File: config.mk
export PLATFORM = sky130hd
export DESIGN_NAME = serial_ripple_sub
export DESIGN_NICKNAME = d
export VERILOG_FILES = /design/src/rtl/serial_ripple_sub.sv
export SDC_FILE = /design/constraint.sdc
export NUM_CORES = 1
export LEC_CHECK = 0
export ABC_AREA = 1
export CELL_PAD_IN_SITES_DETAIL_PLACEMENT = 0
export CELL_PAD_IN_SITES_GLOBAL_PLACEMENT = 1
export CORE_MARGIN = 1.5
export CORE_UTILIZATION = 25
export CTS_BUF_LIST = sky130_fd_sc_hd__clkbuf_2
export DETAILED_ROUTE_END_ITERATION = 16
export DONT_BUFFER_PORTS = 1
export GPL_TIMING_DRIVEN = 0
export HOLD_SLACK_MARGIN = 0.05
export PLACE_DENSITY = 0.51
export SETUP_SLACK_MARGIN = 0.1
export SYNTH_ARGS = -nofsm -noshare
export SYNTH_HDL_FRONTEND = slang
export SYNTH_SLANG_ARGS = --single-unit
export TNS_END_PERCENT = 30
File: constraint.sdc
create_clock -name clk -period 1.3 [get_ports clk]
set_input_delay 0.325 -clock clk [delete_from_list [all_inputs] [get_ports clk]]
set_output_delay 0.325 -clock clk [all_outputs]
set_load 0.005 [all_outputs]
File: src/rtl/serial_ripple_sub.sv
// serial_ripple_sub: bit-serial ripple-borrow subtractor, diff = a - b - bin, LSB first
module serial_ripple_sub #(
  parameter int N = 8
) (
  input  logic         clk,
  input  logic         rst_n,
  input  logic         i_in_valid,
  output logic         o_in_ready,
  input  logic [N-1:0] i_a,
  input  logic [N-1:0] i_b,
  input  logic         i_bin,
  output logic         o_out_valid,
  input  logic         i_out_ready,
  output logic [N-1:0] o_diff,
  output logic         o_bout
);
  localparam int CW = $clog2(N);
  typedef enum logic [1:0] {IDLE, RUN, DONE} state_t;
  state_t        r_state;
  logic [N-1:0]  r_sa, r_sb, r_diff;
  logic [CW-1:0] r_cnt;
  logic          r_br, r_in_ready, r_out_valid;
  logic          w_x, w_y, w_d, w_bn, w_last;
  assign w_x    = r_sa[0];
  assign w_y    = r_sb[0];
  assign w_d    = w_x ^ w_y ^ r_br;
  assign w_bn   = (~w_x & w_y) | (~(w_x ^ w_y) & r_br);
  assign w_last = r_cnt == CW'(N - 1);
  assign o_in_ready  = r_in_ready;
  assign o_out_valid = r_out_valid;
  assign o_diff      = r_diff;
  assign o_bout      = r_out_valid & r_br;
  // FSM and datapath: in_ready/out_valid are registered from the next state so
  // in_ready stays low through reset and rises on the first edge after release
  always_ff @(posedge clk) begin
    if (!rst_n) begin
      r_state     <= IDLE;
      r_sa        <= '0;
      r_sb        <= '0;
      r_diff      <= '0;
      r_cnt       <= '0;
      r_br        <= 1'b0;
      r_in_ready  <= 1'b0;
      r_out_valid <= 1'b0;
    end else begin
      case (r_state)
        IDLE: begin
          if (i_in_valid && r_in_ready) begin
            r_sa       <= i_a;
            r_sb       <= i_b;
            r_br       <= i_bin;
            r_cnt      <= '0;
            r_diff     <= '0;
            r_in_ready <= 1'b0;
            r_state    <= RUN;
          end else begin
            r_in_ready <= 1'b1;
          end
        end
        RUN: begin
          r_sa   <= r_sa >> 1;
          r_sb   <= r_sb >> 1;
          r_diff <= {w_d, r_diff[N-1:1]};
          r_br   <= w_bn;
          r_cnt  <= r_cnt + 1'b1;
          if (w_last) begin
            r_out_valid <= 1'b1;
            r_state     <= DONE;
          end
        end
        DONE: begin
          if (i_out_ready) begin
            r_out_valid <= 1'b0;
            r_in_ready  <= 1'b1;
            r_state     <= IDLE;
          end
        end
        default: begin
          r_out_valid <= 1'b0;
          r_in_ready  <= 1'b0;
          r_state     <= IDLE;
        end
      endcase
    end
  end
endmodule

# Yosys cells after proc, flatten, opt, wreduce, memory -nomap -nowiden

Index checks and enable logic that the tools add are counted.

Bits in registers: 32
Bits in latches: 0
Bits in writable memories: 0
ROM bits: 0
Input bits: 21
Output and inout bits: 11
Logic and storage cells: 52
Memories: 0

Add/subtract/negate cells: 1
Multiply operators: 0
Divide/modulo/power cells: 0
Magnitude comparators: 0
Equality and inequality tests: 6
Shift operators: 0
Mux-type cells: 20
Bitwise gates (word level): 10
Reduce and logical (&&, ||, !) cells: 7

Operator list:

| kind                                                             | count |
|---|---|
| 8-bit one-hot mux with 2 select lines                            | 3 |
| 8-bit 2-to-1 mux                                                 | 3 |
| 2-bit 2-to-1 mux                                                 | 3 |
| 2-bit != test (second input constant)                            | 3 |
| 1-bit one-hot mux with 3 select lines                            | 2 |
| 2-bit one-hot mux with 3 select lines                            | 1 |
| 3-bit one-hot mux with 2 select lines                            | 1 |
| 3-bit AND reduction                                              | 2 |
| 1-bit 2-to-1 mux                                                 | 5 |
| 1-bit inverter                                                   | 4 |
| 2-bit AND reduction                                              | 2 |
| 3-bit by 1-bit adder with 3-bit output (second input constant)   | 1 |
| 1-bit bitwise AND                                                | 3 |
| 3-bit == test (second input constant)                            | 1 |
| 3-bit 2-to-1 mux                                                 | 1 |
| 2-bit by 1-bit == test with 1-bit output (second input constant) | 1 |
| 2-bit == test (second input constant)                            | 1 |
| 2-bit zero test                                                  | 1 |
| 1-bit one-hot mux with 2 select lines                            | 1 |
| 2-bit nonzero test                                               | 1 |
| 1-bit bitwise XOR                                                | 2 |
| 1-bit logical AND                                                | 1 |
| 1-bit OR                                                         | 1 |

# Depth between registers and ports, before layout

Word-level depth: 5
Gate-level depth with buffers: 8

# Worst setup path before layout

Ideal clock, no wire load.

Path kind: register to register
From: register r_sb[0]
To: register r_br
Library setup time: 0.064 ns
Arrival: 0.993 ns
Data required time: 1.236 ns
Path slack: 0.244 ns
Stages on the path, launching flop included: 8
Path buffers: 0
Path through: dfxtp_1 inv_1 fa_1 inv_1 nand3_1 nand2_1 nor2_1 nor2_1

Cells in the longest elaborated chain, start to end: 5
Elaborated cells between the ends (all ways): 6
Those cells by class: mux (1); bitwise (5)

RTL lines:

| item                                    | RTL line | RTL |
|---|---|---|
| start: declaration                      | 20       | `logic [N-1:0] r_sa, r_sb, r_diff;` |
| start signal: assignment                | 50       | `r_sb <= i_b;` |
| start signal: assignment                | 62       | `r_sb <= r_sb >> 1;` |
| 1-bit bitwise XOR                       | 27       | `assign w_bn = (~w_x & w_y) \| (~(w_x ^ w_y) & r_br);` |
| 1-bit inverter                          | 27       |  |
| 1-bit bitwise AND                       | 27       |  |
| 1-bit OR *                              | 27       |  |
| 1-bit one-hot mux with 2 select lines * | 46       | `case (r_state)` |
| end signal: assignment                  | 51       | `r_br <= i_bin;` |
| end signal: assignment                  | 64       | `r_br <= w_bn;` |
| end: declaration                        | 22       | `logic r_br, r_in_ready, r_out_valid;` |

Mark *: on every way between the ends. The rest lies on a longest branch, timed or not.
A chain may end at the register's enable or synchronous reset.

# Final worst setup path

From: register r_out_valid (netlist: o_out_valid)
To: output o_bout

Cells in the longest elaborated chain, start to end: 1

RTL lines:

| item                     | RTL line | RTL |
|---|---|---|
| start: declaration       | 22       |  |
| start signal: assignment | 44       | `r_out_valid <= 1'b0;` |
| start signal: assignment | 67       | `r_out_valid <= 1'b1;` |
| start signal: assignment | 73       | `r_out_valid <= 1'b0;` |
| 1-bit bitwise AND        | 32       | `assign o_bout = r_out_valid & r_br;` |
| end: declaration         | 15       | `output logic o_bout` |

No other way between the ends.

==> reports/metrics.cfg <==
[synthesis]
synth-warning-count=0
muxShareOfSynthArea_pct=0
synthXorXnorAreaFrac_pct=0
synth_top_area_share_pct=40.9
syn_inst=240
synth_area_leader_cell=dfxtp_1
syn_area_per_cell_um2=6.53
synth_simple_gate_area_share_pct=39.5
synth_seq_cells=32
synth_top_family_by_area=simple AND/OR/NAND/NOR gates
synth_fa_ha_area_share_pct=2.87
syn_nets=264
synthTopCellsByArea=dfxtp_1, nand2_1, nand3_1
synth_area_um2=1570
yosysSeqAreaShare_pct=40.9
ys_types=18
synth-compound-area-share_pct=5.43

[die]
die-area_um2=6760
pin_count=32
initial_core_util_pct=26.2
die_x_um=82.2
fp.dieH_um=82.2
rows=28
core_area_um2=5990

[final_layout]
fin_util_pct=30.0
area_growth_syn_to_layout_pct=14.8
fin_nets=277
final_area_um2=1800
layout-drive-gt1-share_pct=15.4
n_antenna_cell=0

[pwr]
p_leak_nw=0.870
power_density_nw_per_um2=1120
report.power.total_mw=2.02
vdd_drop_max_mv=0.395

[worst_setup_path]
cp.buffers_inverters=1
crit_cells=2
worstSetupEndpointType=output port
cp-start-kind=flop
reg2reg_depth=4
cp.required_ns=0.98
path_cells=nand2_1 > inv_1
cp_top_family=flip-flops
critical_path_class=flop to output port
critPathArrivalTime_ns=0.88
timing.critical_path.from=o_out_valid
cpMaxStageDelayCell=dfxtp_2
cpPeakStageDelay_ns=0.39
crit_fanout=3
timing.rr.start=r_br

[global_route]
gr-total-overflow=0
track_usage_pct=13.8
antenna_found_initial=0
grt_max_degree=11
grt_pass1_vias=1416
grt_pass1_wl_um=6880

[status]
status=complete, no violations

[cts]
clock_path_buffers=2
clockRootBuffer=clkbuf_2
path_clk_slew_ns=0.18
numCtsBuffers=5
clk_latency_ns=0.38
cts_tree=built
cts_max_level=2
clock-sinks=32

[sta]
holdWs_ns=0.103
setup_tns_ns=0
relSlewSlack_pct=68.1
rsz0062_at_grt=true
skew_ns=0.0144
hold_viol_final=0
fin_crit_ns=1.21
setup_viol=0
fmax_mhz=829
tightest_slew_ns=0.478
drv_slew=0
fin_crit_sh_pct=92.8

[route]
drtPass1Iterations=4
drc=0
wl_per_cell_um=12.7
via_count=1436
viasPerCell=4.38
routed_wl_um=4150
antenna_left=0
drtIter0Drc=38

[place]
gp_congestion=0.723
place_area_um2=1660
dp_hpwl_um=2810
io_buffers=0

[min_path]
hold_start=i_a[7]
holdPathStages=2
hold_path.class=primary input to flop

[run]
drv_cap=0

power breakdown:
group	leakage [nW]	total (mW)	internal (mW)	switching, mW
Sequential	0.264	1.10	1.06	0.0419
Clock	0.0239	0.464	0.111	0.353
Combinational	0.582	0.458	0.187	0.271
Total	0.870	2.02	1.35	0.666
worst register-to-register path, stage by stage, from the launching register on:
cell,delay [ns]
dfxtp_2,0.37
inv_1,0.06
fa_2,0.53
nand2_1,0.05
a21oi_1,0.13
synth_stat cells:
cell type and number:
fa_1 1, nor2_1 33, ha_1 2, inv_4 1, dfxtp_1 32, o21ai_0 1
nand2_4 1, buf_2 8, nand3_2 1, buf_6 1, nand3_1 32, or2_1 1
buf_1 1, inv_1 22, buf_4 4, inv_2 1, nand2_1 82, a21oi_1 16
logic make-up (layout without fill, tap and decap cells):
| logic type | count (synthesis) | after routing |
|---|---|---|
| buffers and inverters | 38 | 51 |
| DFF | 32 | 32 |
| AOI/OAI and AO/OA | 17 | 17 |
| and+or+nand+nor | 150 | 150 |
| adders and majority gates | 3 | 3 |
flip-flops by register name, summed over array words and instances (netlist names):
signal / cells
r_sb: 8
r_sa: 8
o_out_valid: 1
o_diff: 8
r_cnt: 3
r_br: 1
o_in_ready: 1
r_state: 2
per-stage QoR:
stage	worst slack (ns)	instances
2_1_floorplan	0.244	240
3_3_place_gp	0.0290	315
6_report	0.0932	328
5_1_grt	0.0191	328
3_5_place_dp	0.0189	315
4_1_cts	0.0414	325
final cells by class:
type                    instances  area, µm²
flip-flops and latches         32        649
fillers                       709       4190
multi-input cells             170        769
well taps                      75       93.8
inverters                      24       92.6
repair buffers                  6       45.0
plain buffers                  14        116
clock inverters                 2       7.51
clock buffers                   5       25.0
what timing repair did:
action                     in CTS  in global routing
pin swaps                       0                  1
gates cloned                    2                  1
hold endpoints to repair        1                  0
resized for setup              10                 17
setup endpoints to repair      28                 29
setup buffers                   0                  2
hold buffers                    1                  0
cell usage in the layout, fill, tap and decap left out, types with 2 or more instances in the layout:
| master | count |
|---|---|
| inv_1 | 21 |
| buf_6 | 6 |
| nand2_1 | 80 |
| nand2_4 | 2 |
| clkbuf_4 | 2 |
| clkinv_1 | 2 |
| inv_2 | 2 |
| nand3_1 | 32 |
| dfxtp_1 | 27 |
| nor2_2 | 3 |
| buf_2 | 4 |
| a21oi_1 | 16 |
| dfxtp_2 | 4 |
| buf_4 | 6 |
| ha_1 | 2 |
| nor2_1 | 30 |
| clkbuf_2 | 5 |
path summary, 6_finish.rpt:
path               endpoint  slack (ns)
setup / recovery     o_bout        0.09
hold reg to reg    r_cnt[0]        0.48
hold / removal      r_sa[7]        0.10
setup reg to reg  o_diff[7]        0.10
layer usage:
layer  share of wire [%]  global-route usage, %  up-vias
met2                  45                   22.0       25
met5                   0                      0        -
met3                 3.8                   3.19        8
met1                  49                   17.7      638
met4                 1.7                   5.59        0
li1                    -                      -      765
Note: power is estimated with default switching activity, not from simulation.
